<file path="config.mk">
export PLATFORM = sky130hd
export DESIGN_NAME = pong_graph_anim
export DESIGN_NICKNAME = d
export VERILOG_FILES = /design/src/rtl/pong_pkg.sv /design/src/rtl/pong_ball_rom.sv /design/src/rtl/pong_graph_anim.sv
export SDC_FILE = /design/constraint.sdc
export NUM_CORES = 1
export LEC_CHECK = 0
export ABC_AREA = 1
export BUFFER_PORTS_ARGS = -buffer_cell sky130_fd_sc_hd__buf_2
export CAP_MARGIN = 15
export CORE_MARGIN = 2
export CORE_UTILIZATION = 43
export CTS_CLUSTER_DIAMETER = 150
export DETAILED_ROUTE_END_ITERATION = 10
export SLEW_MARGIN = 20
export SYNTH_ARGS = -nofsm -noshare
export SYNTH_HDL_FRONTEND = slang
export SYNTH_SLANG_ARGS = --single-unit
</file>
<file path="constraint.sdc">
create_clock -name clk -period 6 [get_ports clk]
set_input_delay 1.2 -clock clk [delete_from_list [all_inputs] [get_ports clk]]
set_output_delay 1.2 -clock clk [all_outputs]
set_load 0.005 [all_outputs]
</file>
<file path="src/rtl/pong_pkg.sv">
// Shared colour codes, direction encoding and default geometry for the pong graphics stage.
package pong_pkg;

  typedef logic [2:0] rgb_t;

  localparam rgb_t RGB_BLACK  = 3'b000;
  localparam rgb_t RGB_BLUE   = 3'b001;
  localparam rgb_t RGB_GREEN  = 3'b010;
  localparam rgb_t RGB_RED    = 3'b100;
  localparam rgb_t RGB_YELLOW = 3'b110;

  typedef enum logic {
    DIR_DEC = 1'b0,
    DIR_INC = 1'b1
  } dir_e;

  localparam int DEF_H_VIS     = 640;
  localparam int DEF_V_VIS     = 480;
  localparam int DEF_COORD_W   = 10;
  localparam int DEF_COLOR_W   = 1;
  localparam int DEF_WALL_X_L  = 32;
  localparam int DEF_WALL_X_R  = 35;
  localparam int DEF_BAR_X_L   = 600;
  localparam int DEF_BAR_X_R   = 603;
  localparam int DEF_BAR_H     = 72;
  localparam int DEF_BAR_V     = 4;
  localparam int DEF_BALL_SIZE = 8;
  localparam int DEF_BALL_V    = 2;

endpackage

</file>
<file path="src/rtl/pong_ball_rom.sv">
// 8x8 circle bitmap for the round ball; one 8-bit row per 3-bit row address.
// Only built when PONG_ROUND_BALL_EN is defined.
`ifdef PONG_ROUND_BALL_EN
module pong_ball_rom (
  input  logic [2:0] addr,
  output logic [7:0] row
);

  always_comb begin
    row = 8'h00;
    case (addr)
      3'd0: row = 8'b0011_1100;
      3'd1: row = 8'b0111_1110;
      3'd2: row = 8'b1111_1111;
      3'd3: row = 8'b1111_1111;
      3'd4: row = 8'b1111_1111;
      3'd5: row = 8'b1111_1111;
      3'd6: row = 8'b0111_1110;
      3'd7: row = 8'b0011_1100;
      default: row = 8'h00;
    endcase
  end

endmodule
`endif

</file>
<file path="src/rtl/pong_graph_anim.sv">
// Animated pong graphics: paddle/ball state updated once per frame, registered RGB per pixel tick.
// Define PONG_ROUND_BALL_EN to mask the ball with the 8x8 circle bitmap (BALL_SIZE must be 8).
module pong_graph_anim
  import pong_pkg::*;
#(
  parameter int H_VIS     = DEF_H_VIS,
  parameter int V_VIS     = DEF_V_VIS,
  parameter int COORD_W   = DEF_COORD_W,
  parameter int COLOR_W   = DEF_COLOR_W,
  parameter int WALL_X_L  = DEF_WALL_X_L,
  parameter int WALL_X_R  = DEF_WALL_X_R,
  parameter int BAR_X_L   = DEF_BAR_X_L,
  parameter int BAR_X_R   = DEF_BAR_X_R,
  parameter int BAR_H     = DEF_BAR_H,
  parameter int BAR_V     = DEF_BAR_V,
  parameter int BALL_SIZE = DEF_BALL_SIZE,
  parameter int BALL_V    = DEF_BALL_V
) (
  input  logic                   clk,
  input  logic                   reset,
  input  logic                   p_tick,
  input  logic                   video_on,
  input  logic [COORD_W-1:0]     pix_x,
  input  logic [COORD_W-1:0]     pix_y,
  input  logic [1:0]             btn,
  output logic [3*COLOR_W-1:0]   graph_rgb,
  output logic                   hit,
  output logic                   miss
);

  localparam int CW = COORD_W;

  localparam logic [CW-1:0] BAR_Y_RST    = CW'((V_VIS - BAR_H) / 2);
  localparam logic [CW-1:0] BALL_X_RST   = CW'(H_VIS / 2);
  localparam logic [CW-1:0] BALL_Y_RST   = CW'(V_VIS / 2);
  localparam logic [CW-1:0] K_VIS_Y      = CW'(V_VIS);
  localparam logic [CW-1:0] K_BAR_V      = CW'(BAR_V);
  localparam logic [CW-1:0] K_BAR_H1     = CW'(BAR_H - 1);
  localparam logic [CW-1:0] K_BAR_DN_LIM = CW'(V_VIS - 1 - BAR_V);
  localparam logic [CW-1:0] K_BALL_S1    = CW'(BALL_SIZE - 1);
  localparam logic [CW-1:0] K_BALL_V     = CW'(BALL_V);
  localparam logic [CW-1:0] K_BALL_DN    = CW'(V_VIS - 1 - BALL_V);
  localparam logic [CW-1:0] K_MISS_X     = CW'(H_VIS - 1);
  localparam logic [CW-1:0] K_WALL_L     = CW'(WALL_X_L);
  localparam logic [CW-1:0] K_WALL_R     = CW'(WALL_X_R);
  localparam logic [CW-1:0] K_BAR_L      = CW'(BAR_X_L);
  localparam logic [CW-1:0] K_BAR_R      = CW'(BAR_X_R);

  logic [CW-1:0] bar_y_q, bar_y_d;
  logic [CW-1:0] ball_x_q, ball_x_d;
  logic [CW-1:0] ball_y_q, ball_y_d;
  dir_e          dir_x_q, dir_x_d;
  dir_e          dir_y_q, dir_y_d;
  logic [3*COLOR_W-1:0] rgb_q, rgb_d;

  logic          refr_tick;
  logic [CW-1:0] bar_bot, ball_right, ball_bot;
  logic          hit_cond, miss_cond;
  logic          wall_on, bar_on, sq_ball_on, ball_on;
  rgb_t          pix_rgb;

  assign refr_tick  = p_tick && (pix_x == '0) && (pix_y == K_VIS_Y);
  assign bar_bot    = bar_y_q + K_BAR_H1;
  assign ball_right = ball_x_q + K_BALL_S1;
  assign ball_bot   = ball_y_q + K_BALL_S1;

  // x + BALL_SIZE > H_VIS-1 is the same test as right edge >= H_VIS-1
  assign miss_cond = (ball_right >= K_MISS_X);
  assign hit_cond  = !miss_cond && (dir_x_q == DIR_INC) &&
                     (ball_right >= K_BAR_L) && (ball_right <= K_BAR_R) &&
                     (ball_bot >= bar_y_q) && (ball_y_q <= bar_bot);

  assign hit  = refr_tick && hit_cond;
  assign miss = refr_tick && miss_cond;

  always_comb begin
    bar_y_d  = bar_y_q;
    ball_x_d = ball_x_q;
    ball_y_d = ball_y_q;
    dir_x_d  = dir_x_q;
    dir_y_d  = dir_y_q;
    if (refr_tick) begin
      if (btn == 2'b10 && bar_y_q > K_BAR_V) begin
        bar_y_d = bar_y_q - K_BAR_V;
      end else if (btn == 2'b01 && bar_bot < K_BAR_DN_LIM) begin
        bar_y_d = bar_y_q + K_BAR_V;
      end

      if (miss_cond) begin
        ball_x_d = BALL_X_RST;
        ball_y_d = BALL_Y_RST;
        dir_x_d  = DIR_DEC;
        dir_y_d  = DIR_INC;
      end else begin
        if (hit_cond) begin
          dir_x_d = DIR_DEC;
        end else if (ball_x_q <= K_WALL_R) begin
          dir_x_d = DIR_INC;
        end
        if (ball_y_q <= K_BALL_V) begin
          dir_y_d = DIR_INC;
        end else if (ball_bot >= K_BALL_DN) begin
          dir_y_d = DIR_DEC;
        end
        // Move with the freshly chosen directions
        ball_x_d = (dir_x_d == DIR_INC) ? ball_x_q + K_BALL_V : ball_x_q - K_BALL_V;
        ball_y_d = (dir_y_d == DIR_INC) ? ball_y_q + K_BALL_V : ball_y_q - K_BALL_V;
      end
    end
  end

  assign wall_on    = (pix_x >= K_WALL_L) && (pix_x <= K_WALL_R);
  assign bar_on     = (pix_x >= K_BAR_L) && (pix_x <= K_BAR_R) &&
                      (pix_y >= bar_y_q) && (pix_y <= bar_bot);
  assign sq_ball_on = (pix_x >= ball_x_q) && (pix_x <= ball_right) &&
                      (pix_y >= ball_y_q) && (pix_y <= ball_bot);

`ifdef PONG_ROUND_BALL_EN
  logic [2:0] rom_addr, rom_col;
  logic [7:0] rom_row;

  // Offsets inside an 8-pixel ball only need the low three bits
  assign rom_addr = pix_y[2:0] - ball_y_q[2:0];
  assign rom_col  = pix_x[2:0] - ball_x_q[2:0];

  pong_ball_rom u_ball_rom (
    .addr (rom_addr),
    .row  (rom_row)
  );

  assign ball_on = sq_ball_on && rom_row[rom_col];
`else
  assign ball_on = sq_ball_on;
`endif

  always_comb begin
    pix_rgb = RGB_YELLOW;
    if (!video_on) begin
      pix_rgb = RGB_BLACK;
    end else if (wall_on) begin
      pix_rgb = RGB_BLUE;
    end else if (bar_on) begin
      pix_rgb = RGB_GREEN;
    end else if (ball_on) begin
      pix_rgb = RGB_RED;
    end
    rgb_d = rgb_q;
    if (p_tick) begin
      rgb_d = {{COLOR_W{pix_rgb[2]}}, {COLOR_W{pix_rgb[1]}}, {COLOR_W{pix_rgb[0]}}};
    end
  end

  always_ff @(posedge clk or negedge reset) begin
    if (!reset) begin
      bar_y_q  <= BAR_Y_RST;
      ball_x_q <= BALL_X_RST;
      ball_y_q <= BALL_Y_RST;
      dir_x_q  <= DIR_INC;
      dir_y_q  <= DIR_INC;
      rgb_q    <= '0;
    end else begin
      bar_y_q  <= bar_y_d;
      ball_x_q <= ball_x_d;
      ball_y_q <= ball_y_d;
      dir_x_q  <= dir_x_d;
      dir_y_q  <= dir_y_d;
      rgb_q    <= rgb_d;
    end
  end

  assign graph_rgb = rgb_q;

endmodule

</file>
Word level (Yosys, flattened, before mapping)

Index checks and enable logic that the tools add are counted.

Add/sub/neg operators: 9
Magnitude comparators: 20
Equality and inequality tests: 3
Muxes and demuxes: 20
Reduce and logical (&&, ||, !) cells: 22

Operators with widths:

| cell                  | number |
|---|---|
| $mux 10               | 6 |
| $ge 10x10->1          | 4 |
| $le 10x10->1          | 4 |
| $add 10x3->10 const B | 3 |
| $ge 10x10->1 const B  | 3 |
| $add 10x2->10 const B | 2 |
| $le 10x10->1 const B  | 2 |
| $le 10x6->1 const B   | 2 |
| $sub 10x2->10 const B | 2 |
| $logic_and 1x1->1     | 18 |
| $add 10x7->10 const B | 1 |
| $eq 10x9->1 const B   | 1 |
| $ge 10x6->1 const B   | 1 |
| $ge 10x9->1 const B   | 1 |
| $gt 10x3->1 const B   | 1 |
| $le 10x2->1 const B   | 1 |
| $logic_not 10->1      | 1 |
| $lt 10x9->1 const B   | 1 |
| $mux 1                | 10 |
| $sub 10x3->10 const B | 1 |
| $mux 3                | 3 |
| $eq 2x1->1 const B    | 1 |
| $eq 2x2->1 const B    | 1 |
| $mux 2                | 1 |
| 3 further kinds       | 3 |

Flip-flop bits (word level): 35
Input port bits: 26
Output and inout bits: 5
Word-level logic and storage cells: 80

Depth between registers and ports, before layout

Word-level depth: 13
Mapped depth: 29

Worst setup path before layout

No wires, ideal clock.

Kind: flip-flop to flip-flop
Start: reg bar_y_q[2]
End: reg ball_x_q[7]
Setup time: 128 ps
Arrival time: 3332 ps
Required time: 5872 ps
Slack: 2540 ps
Cell stages (with the launch flop): 27
Path buffers: 0
Period minus slack after synthesis: 3460 ps
Path through: dfstp_2 -> nand3_1 -> inv_1 -> nand2_1 -> nand2_1 -> nand2_1 -> xor2_1 -> inv_2 -> ha_1 -> nand2_1 -> nor3b_1 -> nand2_1 -> nor2_1 -> nand2_1 -> nor2_2 -> nand3_2 -> nand2_2 -> inv_1 -> fa_1 -> nand3b_1 -> nand2_1 -> nand2_1 -> nand2_1 -> nand2_1 -> nand2_1 -> xor2_1 -> o22ai_1

Cells in the longest elaborated chain, start to end: 8
Elaborated cells on any way between the ends: 10
Those cells by class: add/sub (1); order compare (2); mux (5); reduce/logical (2)

RTL lines:

| element                                                  | RTL line                                     | source |
|---|---|---|
| start, declared                                          | pong_graph_anim.sv:49                        | `logic [CW-1:0] bar_y_q, bar_y_d;` |
| start signal, assigned                                   | pong_graph_anim.sv:162                       | `bar_y_q <= bar_y_d;` |
| $add 10x7->10 / $ge 10x10->1 (equally long branches)     | pong_graph_anim.sv:63, pong_graph_anim.sv:71 |  |
| $le 10x10->1 / $logic_and 1x1->1 (equally long branches) | pong_graph_anim.sv:71, pong_graph_anim.sv:70 |  |
| $logic_and 1x1->1 *                                      | pong_graph_anim.sv:71                        | `(ball_bot >= bar_y_q) && (ball_y_q <= bar_bot);` |
| $mux 1 *                                                 | pong_graph_anim.sv:95                        | `if (hit_cond) begin` |
| $mux 1 *                                                 | pong_graph_anim.sv:89                        | `if (miss_cond) begin` |
| $mux 1 *                                                 | pong_graph_anim.sv:82                        | `if (refr_tick) begin` |
| $mux 10 *                                                | pong_graph_anim.sv:106                       | `ball_x_d = (dir_x_d == DIR_INC) ? ball_x_q + K_BALL_V : ball_x_q - K_BALL_V;` |
| $mux 10 *                                                | pong_graph_anim.sv:89                        |  |
| end signal, assigned                                     | pong_graph_anim.sv:163                       | `ball_x_q <= ball_x_d;` |
| end, declared                                            | pong_graph_anim.sv:50                        | `logic [CW-1:0] ball_x_q, ball_x_d;` |

Every way passes the cells marked *; elsewhere a longest branch is shown, timed or not. The select of a mux whose other input is x is not followed.
A chain may end at the register's enable or synchronous reset.

Worst setup path in the final report

Start: reg ball_y_q[1]
End: out hit

Cells in the longest elaborated chain, start to end: 5
Elaborated cells on any way between the ends: 6
Those cells by class: add/sub (1); order compare (2); reduce/logical (3)

RTL lines:

| element                | RTL line               | source |
|---|---|---|
| start, declared        | pong_graph_anim.sv:51  | `logic [CW-1:0] ball_y_q, ball_y_d;` |
| start signal, assigned | pong_graph_anim.sv:164 | `ball_y_q <= ball_y_d;` |
| $add 10x3->10          | pong_graph_anim.sv:65  | `assign ball_bot = ball_y_q + K_BALL_S1;` |
| $ge 10x10->1           | pong_graph_anim.sv:71  |  |
| $logic_and 1x1->1      | pong_graph_anim.sv:70  | `(ball_right >= K_BAR_L) && (ball_right <= K_BAR_R) &&` |
| $logic_and 1x1->1 *    | pong_graph_anim.sv:71  |  |
| $logic_and 1x1->1 *    | pong_graph_anim.sv:73  | `assign hit = refr_tick && hit_cond;` |
| end, declared          | pong_graph_anim.sv:27  | `output logic hit,` |

Every way passes the cells marked *; elsewhere a longest branch is shown, timed or not.

==> results list <==
- In this run the tool buffered the top-level ports with 30 buffer cells.
- Relative to the synthesized area, the layout overhead comes to 8.84%.
- Number of violations reported at the end of detailed-routing iteration 0: roughly 280
- The tree is rooted in a sky130_fd_sc_hd__clkbuf_8.
- On the final layout, the worst clock skew is 11.1 ps.
- Floorplan row count: 37
- OpenSTA, run right after detailed placement, puts the worst setup slack at about 2000 ps.
* Clock latency on the worst-skew pair: 300 ps
* Post-synthesis cell count: 695
* Total number of H-tree levels: 2
* Core box area: around 10,000 um^2
- Outcome: finished, final reports clean
- Pin placement for this block handled 31 I/O pins.
* Starting density of the core: around 45%
* Max Slew Vio Count: 0
- Once detailed placement completed, the half-perimeter wirelength came to about 11,000 um.
- The die covers 11,700 um^2.
- Headroom to the max-slew limit came out at roughly a third.
* Transition time of the tightest slew-check pin: around 1000 ps
- In this run the vertical extent of the chip is approximately 110 um.
- Post-synth cell types: 41
- Overall track demand over capacity in global routing: 23.0%
* Total number of yosys warnings: 0
- Fraction of final layout cells with drive strength greater than 1: 12.4%
- Detailed routing inserted a total of approximately 4,600 vias.
* Timing startpoint of the critical path: ball_y_q[1]$_DFFE_PN0P_
* Leftover overflow at the end of global routing: 0
- In this run, post-CTS repair resized a total of 0 instances.
- The final count of hold timing violations came to 0.
- The clock drives 31 sinks.
* Power density over the cells: 108 nW/um^2
- Dominant register cell in the synthesized netlist: sky130_fd_sc_hd__dfrtp_1
- Avg Vias per Cell: 5.28
- Worst setup SP type: register
* Cts hold-fix bufs: 0
- Dividing the synthesized area by the synthesized cell count gives ~6.7 um^2.
* Diode insertion count for antenna repair: 0
- The die is approximately 110 um wide.
- In the finished design, the share of the clock period the worst path needs comes to a little under 70%.
- Entering global routing, the biggest net connects 32 pins.
* Vias in the first global route: ~4,300
- After detailed routing, the average wire length per cell comes to between 10 and 15 um.
- Routability-driven placement finished with a final weighted congestion of 0.922.
- The cell area that synthesis handed to floorplanning was around 4700 um^2.
- Largest vdd supply drop: ~0.1 mV
- Kind of critical path: reg2out
- Minimum clock period: 4130 ps
- Static timing analysis puts the maximum clock frequency at between 0.2 and 0.25 GHz.
- The detail route stage leaves a number of antenna-violating nets equal to 0.
- After synthesis the netlist holds a flip-flop and latch count of 31.
- Register-to-register path setup slack: 2040 ps
* Peak fanout along the critical path: 8
- In the final design database the tool counted ~840 nets.
- Syn Nets: 805
- End point of the critical path: hit
- Of the synthesized area, sequential elements account for between 10% and 20%.
* Post-route setup slack: ~1900 ps
* Length in cells of the worst reg-to-reg path: 22
- Detailed-router iteration count before antenna repair: 5
* Bufs on Longest Clock Path: 2
* Setup-violating endpoint count in the final report: 0
* Most frequent standard cell in the layout excluding fill and tap cells: sky130_fd_sc_hd__nand2_1
- Detailed Route WL: 12,700 um
- Counting flops with an async set or reset pin after synthesis yields a share of 100%.
* Max-cap violations: 0
* Wire length of the first global-routing pass: 21,200 um
- Setup repair after global routing left no endpoint under its margin.
- Sum of negative setup slack: 0 ps
- In this run the critical register-to-register path is launched from ball_y_q[1]$_DFFE_PN0P_.
* TritonCTS clock tree: built
- Highest-count cells in the layout ignoring fill and taps: sky130_fd_sc_hd__nand2_1 (193), sky130_fd_sc_hd__inv_1 (83), sky130_fd_sc_hd__ha_1 (83)
* Required time at the worst-slack endpoint: approximately 4800 ps
* Area after detailed placement: 4930 um^2
- Number of synthesized flops with an enable pin: 0
* Worst slack on hold paths: roughly 480 ps
* Crit end category: primary output
- Type of the most critical hold path: reg2reg
- After detailed routing, the number of remaining DRC violations is 0.
- Antenna violations before repair: 0
* Total non-filler cell area in the finished layout: approximately 5100 um^2
- End of the worst register-to-register path: ball_x_q[7]$_DFFE_PN0P_
* Num CTS Buffers: 5
- The analysis attributes to cell leakage a power of roughly 0.0027 uW.
- Clock-pin slew on the worst setup and hold paths: roughly 80 ps
- Post-CTS setup buffer count: 0
- STA puts the critical path data arrival time at roughly 3000 ps.
[synth_stat cells, types with 3 or more instances]
cell type / instances / area, um^2
sky130_fd_sc_hd__nand2_2: 12 / 75.1
sky130_fd_sc_hd__a21oi_1: 30 / 150
sky130_fd_sc_hd__nor2_4: 3 / 33.8
sky130_fd_sc_hd__nand2_4: 3 / 33.8
sky130_fd_sc_hd__dfrtp_1: 19 / 475
sky130_fd_sc_hd__nand3_1: 63 / 315
sky130_fd_sc_hd__nor3_1: 12 / 60.1
sky130_fd_sc_hd__nor4_1: 8 / 50.1
sky130_fd_sc_hd__nor2_1: 56 / 210
sky130_fd_sc_hd__o211ai_1: 3 / 22.5
sky130_fd_sc_hd__xor2_1: 30 / 263
sky130_fd_sc_hd__o21ai_0: 22 / 110
sky130_fd_sc_hd__ha_1: 83 / 1040
sky130_fd_sc_hd__nor2_2: 4 / 25.0
sky130_fd_sc_hd__o22ai_1: 5 / 31.3
sky130_fd_sc_hd__inv_2: 9 / 33.8
sky130_fd_sc_hd__inv_1: 83 / 312
sky130_fd_sc_hd__nand4_1: 12 / 75.1
sky130_fd_sc_hd__nand2_1: 193 / 724
sky130_fd_sc_hd__buf_2: 3 / 15.0
sky130_fd_sc_hd__dfstp_2: 12 / 315
[per-stage QoR]
stage | cells | utilization, % | power, uW
floorplan | 695 | - | 254
detailed placement | 855 | 47.4 | 290
global route | 863 | 48.7 | 576
finish | 863 | 48.7 | 549
global placement | 855 | 47.4 | 289
CTS | 863 | 48.7 | 553
[worst min path at each step]
| stage | from | to | slack, ps | depth (start not counted) |
|---|---|---|---|---|
| floorplan | bar_y_q[3]$_DFFE_PN1P_ | bar_y_q[3]$_DFFE_PN1P_ | 460 | 2 |
| global placement | graph_rgb[2]$_DFFE_PN0P_ | graph_rgb[2]$_DFFE_PN0P_ | 460 | 2 |
| detailed placement | graph_rgb[0]$_DFFE_PN0P_ | graph_rgb[0]$_DFFE_PN0P_ | 470 | 2 |
| CTS | graph_rgb[0]$_DFFE_PN0P_ | graph_rgb[0]$_DFFE_PN0P_ | 490 | 2 |
| global route | graph_rgb[2]$_DFFE_PN0P_ | graph_rgb[2]$_DFFE_PN0P_ | 530 | 2 |
| finish | graph_rgb[0]$_DFFE_PN0P_ | graph_rgb[0]$_DFFE_PN0P_ | 480 | 2 |
[registers in the layout, summed over array words and instances (netlist names)]
name and flops:
ball_x_q 9, dir_y_q 1, bar_y_q 8, dir_x_q 1
graph_rgb 3, ball_y_q 9
[cell type report]
type,instances,area (um^2)
Clock inverter,3,67.6
Timing Repair Buffer,31,158
Sequential cell,31,791
Fill cell,1067,5350
Clock buffer,5,68.8
Multi-Input combinational cell,565,3470
Inverter,92,345
Tap cell,136,170
[critical path, cell delays in order, from the launching register on]
cell and delay [ps]:
sky130_fd_sc_hd__dfrtp_1 450, sky130_fd_sc_hd__inv_1 210, sky130_fd_sc_hd__ha_1 350, sky130_fd_sc_hd__nor2_4 210, sky130_fd_sc_hd__xor2_2 200, sky130_fd_sc_hd__inv_1 60
sky130_fd_sc_hd__ha_1 290, sky130_fd_sc_hd__nand2_1 50, sky130_fd_sc_hd__o21ai_0 210, sky130_fd_sc_hd__nand2_1 80, sky130_fd_sc_hd__o211ai_1 110, sky130_fd_sc_hd__nand3_2 140
sky130_fd_sc_hd__nor2_1 150, sky130_fd_sc_hd__buf_2 140
[logic make-up (layout without fill, tap and decap cells)]
logic type,after synthesis,count (layout),synth area share (%)
AOI/OAI and AO/OA,74,74,8.95
xor gates and xnor gates,33,33,6.37
adders and majority gates,84,84,22.7
buffers and inverters,99,131,8.54
DFF,31,31,17.0
and+or+nand+nor,374,374,36.4
[power breakdown]
group	switching [uW]	internal (uW)	leakage, uW
logic	48.4	27.0	0.00231
clock network	96.9	166	0.0000644
registers	0.673	210	0.000345
total	146	403	0.00272
[layer usage]
metal / vias up / wire length (um) / GRT usage [%]
met3: 14 / 573 / 3.62
met2: 96 / 5940 / 38.2
met5: - / 0 / 0
met1: 2077 / 6010 / 31.1
met4: 0 / 201 / 5.86
li1: 2367 / - / -
Power figures use the tool's default switching activity.
